--- src/rtl/seg7_scan_controller.sv ---
// seg7_scan_controller: N-digit common-anode 7-segment scanner with blank interval and double-buffered load
// Define LEADING_ZERO_BLANK_EN to blank leading zero digits (digit 0 always shown).
module seg7_scan_controller #(
  parameter int NUM_DIGITS = 4,
  parameter int TICK_DIV = 50000,
  parameter int BLANK_CYC = 16
) (
  input  logic clk,
  input  logic rst_n,
  input  logic enable,
  input  logic load_valid,
  output logic load_ready,
  input  logic [4*NUM_DIGITS-1:0] load_bcd,
  input  logic [NUM_DIGITS-1:0] load_dp,
  output logic [7:0] seg,
  output logic [NUM_DIGITS-1:0] an,
  output logic frame_done
);
  localparam int CW = $clog2(TICK_DIV);
  localparam int IW = NUM_DIGITS > 1 ? $clog2(NUM_DIGITS) : 1;
  localparam logic [CW-1:0] CNT_LAST = CW'(TICK_DIV - 1);
  localparam logic [CW-1:0] BLANK_LAST = CW'(BLANK_CYC - 1);
  localparam logic [IW-1:0] IDX_LAST = IW'(NUM_DIGITS - 1);
  typedef enum logic {BLANK, SHOW} state_t;
  state_t state, state_nxt;
  logic [CW-1:0] cnt, cnt_nxt;
  logic [IW-1:0] idx, idx_nxt;
  logic pend, wrap, commit;
  logic [4*NUM_DIGITS-1:0] pend_bcd, disp_bcd;
  logic [NUM_DIGITS-1:0] pend_dp, disp_dp, lzb;
  logic [3:0] cur;
  logic [6:0] dec;
  always_ff @(posedge clk or negedge rst_n)
    if (!rst_n) begin
      state <= BLANK;
      cnt <= '0;
      idx <= '0;
    end else begin
      state <= state_nxt;
      cnt <= cnt_nxt;
      idx <= idx_nxt;
    end
  always_comb begin
    state_nxt = state;
    cnt_nxt = cnt == CNT_LAST ? '0 : cnt + 1'b1;
    idx_nxt = idx;
    if (!enable) begin
      state_nxt = BLANK;
      cnt_nxt = '0;
      idx_nxt = '0;
    end else if (state == BLANK)
      state_nxt = cnt == BLANK_LAST ? SHOW : BLANK;
    else if (cnt == CNT_LAST) begin
      state_nxt = BLANK;
      idx_nxt = idx == IDX_LAST ? '0 : idx + 1'b1;
    end
  end
  assign wrap = enable && state == SHOW && cnt == CNT_LAST && idx == IDX_LAST;
  // while dark there is no frame boundary to wait for, so a pending value lands at once
  assign commit = pend && (wrap || !enable);
  assign load_ready = ~pend;
  always_comb begin
    cur = disp_bcd[idx*4 +: 4];
    case (cur)
      4'd0: dec = 7'h40;
      4'd1: dec = 7'h79;
      4'd2: dec = 7'h24;
      4'd3: dec = 7'h30;
      4'd4: dec = 7'h19;
      4'd5: dec = 7'h12;
      4'd6: dec = 7'h02;
      4'd7: dec = 7'h78;
      4'd8: dec = 7'h00;
      4'd9: dec = 7'h10;
      default: dec = 7'h7F;
    endcase
  end
`ifdef LEADING_ZERO_BLANK_EN
  logic lz_run;
  always_comb begin
    lzb = '0;
    lz_run = 1'b1;
    for (int i = NUM_DIGITS - 1; i > 0; i--) begin
      lz_run = lz_run && disp_bcd[4*i +: 4] == 4'd0 && !disp_dp[i];
      lzb[i] = lz_run;
    end
  end
`else
  assign lzb = '0;
`endif
  always_ff @(posedge clk or negedge rst_n)
    if (!rst_n) begin
      seg <= 8'hFF;
      an <= '1;
      frame_done <= 1'b0;
      pend <= 1'b0;
      pend_bcd <= '0;
      pend_dp <= '0;
      disp_bcd <= '1;
      disp_dp <= '0;
    end else begin
      frame_done <= wrap;
      seg <= enable && state == SHOW ? (lzb[idx] ? 8'hFF : {~disp_dp[idx], dec}) : 8'hFF;
      an <= enable && state == SHOW ? ~(NUM_DIGITS'(1) << idx) : '1;
      if (load_valid && !pend) begin
        pend <= 1'b1;
        pend_bcd <= load_bcd;
        pend_dp <= load_dp;
      end
      if (commit) begin
        pend <= 1'b0;
        disp_bcd <= pend_bcd;
        disp_dp <= pend_dp;
      end
    end
endmodule

--- config.mk ---
export PLATFORM = sky130hd
export DESIGN_NAME = seg7_scan_controller
export DESIGN_NICKNAME = d
export VERILOG_FILES = /design/src/rtl/seg7_scan_controller.sv
export SDC_FILE = /design/constraint.sdc
export NUM_CORES = 1
export LEC_CHECK = 0
export ABC_CLOCK_PERIOD_IN_PS = 2200
export CAP_MARGIN = 15
export CORE_ASPECT_RATIO = 2
export CORE_MARGIN = 3
export CORE_UTILIZATION = 40
export DETAILED_ROUTE_END_ITERATION = 6
export SYNTH_ARGS = -nofsm -noshare
export SYNTH_HDL_FRONTEND = slang
export SYNTH_SLANG_ARGS = --single-unit
--- constraint.sdc ---
create_clock -name clk -period 2.2 [get_ports clk]
set_input_delay 0.44 -clock clk [delete_from_list [all_inputs] [get_ports clk]]
set_output_delay 0.44 -clock clk [all_outputs]
set_load 0.01 [all_outputs]
Yosys cells after proc, flatten, opt, wreduce, memory -nomap -nowiden. Memories as Yosys holds them, arrays and structs flattened. Index checks and enable logic that the tools add are counted.

$add $sub $neg: 2. Magnitude comparators: 1. Eq/ne operators: 5. Shift-type cells: 2. Mux-type cells: 19. Bitwise operators: 3. Reduce and logical (&&, ||, !) cells: 10.

Operators by type and width (count): 16-bit 2-to-1 mux (2); 16-bit by 1-bit adder with 16-bit output (second input constant) (1); 16-bit == test (second input constant) (1); 16-bit by 4-bit == test with 1-bit output (second input constant) (1); 8-bit 2-to-1 mux (2); 16-bit by 5-bit indexed part select with 4-bit output (1); 1-bit 2-to-1 mux (8); 2-bit 2-to-1 mux (4); 1-bit logical AND (5); 1-bit binary-select mux with 2-bit select (2); 4-bit 2-to-1 mux (1); 2-bit by 1-bit inequality test with 1-bit output (second input constant) (2); 4-bit NOT (1); 1-bit by 2-bit left shift with 4-bit output (first input constant) (1); 2-bit by 3-bit < comparator with 1-bit output (second input constant) (1); 2-bit by 1-bit adder with 2-bit output (second input constant) (1); 2-bit == test (second input constant) (1); 1-bit logical NOT (2); 1-bit NOT (2); 2-bit AND reduction (1); 2-bit nonzero test (1); 1-bit logical OR (1).

Bits in registers: 73. ROM bits: 112. Input port bits: 24. Memories kept: 1.

Memory list: (no name shown) (words 16, width 7, read ports 1, clocked after memory_dff 0, write ports 0, RTL line 64) `case (cur)`.

Depth between registers and ports, before layout.
Depth after elaboration: 6. Mapped depth: 8.

Least setup slack after synthesis. OpenSTA, ideal clock, no wires.

Path type: register to register. Start point: register idx[0]. End point: register seg[4]. Setup time: 0.085 ns. Data arrival time: 1.828 ns. Setup slack: 0.287 ns. Stages on the path, launching flop included: 9. Period minus slack after synthesis: 1.913 ns. Cell sequence: dfrtp_1 buf_6 mux4_1 inv_1 ha_1 inv_1 mux2_4 o22ai_2 nand2_1.

Cells in the longest elaborated chain, start to end: 4. Elaborated cells between the ends (all ways): 6. Those cells by class: shift (1); mux (4); memory (1).

RTL lines: start, declared (RTL line 27) `logic [IW-1:0] idx, idx_nxt;`; start signal, assigned (RTL line 41) `idx <= idx_nxt;`; 16-bit by 5-bit indexed part select with 4-bit output or 1-bit binary-select mux with 2-bit select (tied branches) (RTL line 63, 103); memory 16 x 7 bit or 1-bit 2-to-1 mux (tied branches); 8-bit 2-to-1 mux (*) (2 in series) (RTL line 103) `seg <= enable && state == SHOW ? (lzb[idx] ? 8'hFF : {~disp_dp[idx], dec}) : 8'hFF;`; end signal, assigned (RTL line 103); end, declared (RTL line 15) `output logic [7:0] seg,`.

Mark *: on every way between the ends. The rest lies on a longest branch, timed or not. The select of a mux whose other input is x is not followed. A chain may end at the register's enable or synchronous reset.

Worst setup path after layout. Same ends and word-level chain as after synthesis.

==> impl_results.md <==
- Tot Pwr: 4.039 mW
- Fin Setup TNS: 0 ns
- Crit path required time: 2.46 ns
- Total clock buffers created by CTS: 9
- Via count: 2537
- Comb pwr share: 20.0%
- First-pass GRT wire length: 13220 microns
- HPWL after DPL: 5567 microns
- WS Path Type: reg2reg
- Reg power frac: 44.6%
- WP data arrival: 2.23 ns
- Final Skew: 0.005876 ns
- Layout cells sized above 1: 29.19%
- Final WL: 7542 microns
- Synth Register Bits: 73
- Hold Violations, Final: 0
- Post-CTS Resized: 0
- Highest Clock Rate: 506.2 MHz
- Die area: 10410 sq um
- Setup crit start: idx[0]
- R2R depth: 7
- Main area contributors after synthesis: dfrtp_1 31%, dfstp_2 20%, o211ai_2 6.8%
- CTS root buffer: clkbuf_16
- Slew Limit Fails: 0
- Drt drc: 0
- Unrepaired setup endpoints after global routing: no
- Post-route ant nets: 0
- Post-CTS setup buffer count: 0
- Setup ws final: 0.2245 ns
- Clock Latency Late Sink: 0.33 ns
- Initial core utilization: 41.78%
- Leak: 1.854 nW
- CTS H-tree lvls: 3
- Synth warn: 0
- Tot GR Track Use: 16.41%
- Area Overhead vs Synth: 22.34%
- CTS tree: yes
- Crit path max fanout: 4
- Setup violators final: 0
- First-pass iteration count of the detailed router: 4
- Number of DRC markers in iteration 0: 141
- Largest net degree at the start of global routing: 41
- Max-cap violations: 0
- Non-Filler Instances: 470
- Commonest cells after routing, fill and taps aside: 54 x nand2_1, 45 x dfrtp_1, 36 x clkdlybuf4s50_1
- Die H: 141.3 microns
- Initial antenna violation count: 0
- Antenna diode count: 0
- Placer Congestion: 0.7846
- Clock-pin slew on the worst setup and hold paths: 0.06 ns
- I/O Buffers: 37
- Cts hold-fix bufs: 0
- Wirelength per Cell: 16.05 microns
- Detail-routed via count per cell: 5.398
- Most common cell after layout, fill and taps aside: nand2_1
- Period utilisation layout: 89.80%
- Sw frac: 26.91%
- Clock power share: 35.3%
- Critical path launch point type: flop
- Tmin final: 1.976 ns
- Clock sinks: 73
- Slew margin rel.: 74.26%
- Synth area leader: dfrtp_1
- WHS: 0.01083 ns
- Ys flop type: dfrtp_1
- Min-delay worst type: in2async
- Post-synth cell types: 42
- Post-layout nets: 399
- Avg Synthesized Cell Area: 11.48 sq um
- Post-Syn Area: 3664 sq um
- Reg2reg start: idx[0]
- Longest Clk Path Bufs: 2
- Die W: 73.67 microns
- Cell count after synthesis: 319
- Ys async rst share: 100.0%
- Slew at the pin with the worst max-slew slack: 0.3861 ns
- Psw: 1.087 mW
- Post-synth top area share: 30.74%
- Vias in the first global route: 2705
- Status: complete, no violations
- Placed insts: 454
- Net Count, Synth: 353
- I/O pin cnt: 38
- Core ar.: 8768 sq um
- Site Rows: 48
- Element type at the critical path end: flop
- Max VDD drop: 0.0004229 V
- Worst slack, placed: 0.09808 ns
- Post-synth EDFFs: 0
- Register area share after synthesis: 50.82%
- Global route overflow: 0
- Internal: 2.952 mW
- Power per Cell Area: 901.2 nW/um^2
state kept, by name (all words and copies together) (netlist names):
name and flops:
cnt 16, state 1, pend 1, seg 8, an 4, frame_done 1
idx 2, pend_bcd 16, disp_bcd 16, pend_dp 4, disp_dp 4
synthesized netlist by cell type (4+ instances only):
cell type,number
xor2_1,4
xnor2_1,8
nor2_1,16
mux2_2,20
inv_1,13
o211ai_2,20
buf_6,4
nand3_1,7
ha_1,10
o211ai_1,20
clkbuf_1,12
o21ai_1,5
nand2_1,54
nor3_1,5
dfrtp_1,45
dfstp_2,28
mux2i_1,5
logic make-up (layout without fill, tap and decap cells):
| logic type | after synthesis | count (layout) | share of synthesized area, % |
|---|---|---|---|
| compound gates | 56 | 56 | 14.10 |
| buf+inv | 32 | 83 | 4.201 |
| fa+ha+maj | 10 | 10 | 3.415 |
| mux | 31 | 31 | 11.30 |
| flops | 73 | 73 | 50.82 |
| xor+xnor | 12 | 12 | 2.869 |
| simple gates | 105 | 105 | 13.29 |
power groups by stage:
stage          registers (mW)  logic [mW]  clock network (mW)
2_1_floorplan            1.76       0.624                   0
3_3_place_gp             1.81       0.796                   0
3_5_place_dp             1.82       0.821                   0
4_1_cts                  1.81       0.825                1.46
5_1_grt                  1.85       0.920                1.52
6_report                 1.80       0.810                1.43
worst max-delay path, cell delays in order, from the launching register on:
cell	delay, ns
dfrtp_1	0.44
mux4_1	0.65
inv_1	0.15
ha_1	0.16
inv_1	0.05
mux2_4	0.25
o22ai_2	0.14
nand2_1	0.07
layer usage:
layer	GRT usage, %	vias to the layer above	routed length (microns)
li1	-	1219	-
met5	0	-	0
met1	19.41	1246	2896
met3	2.979	19	282
met2	27.29	53	4069
met4	9.074	0	293
through the flow:
stage	instance area (sq um)	utilization, %
after global placement	4192	47.80
after CTS	4482	51.11
after floorplan	3664	-
after global routing	4482	51.11
after detailed placement	4192	47.80
final	4482	51.11
worst paths after layout:
path / endpoint / slack [ns]
worst min-delay path: cnt[13] / 0.01
worst min register to register: an[3] / 0.48
min in group clk: an[3] / 0.48
worst max-delay path: seg[4] / 0.22
worst max register to register: seg[4] / 0.22
max in group asynchronous: disp_bcd[10] / 1.54
layout make-up:
| cell class | count | area (sq um) |
|---|---|---|
| Fill cell | 780 | 4287 |
| Clock buffer | 13 | 250.2 |
| Multi-Input combinational cell | 214 | 1650 |
| Clock inverter | 3 | 40.04 |
| Sequential cell | 73 | 1862 |
| Inverter | 13 | 48.80 |
| Tap cell | 100 | 125.1 |
| Timing Repair Buffer | 54 | 505.5 |
Power figures use the tool's default switching activity.
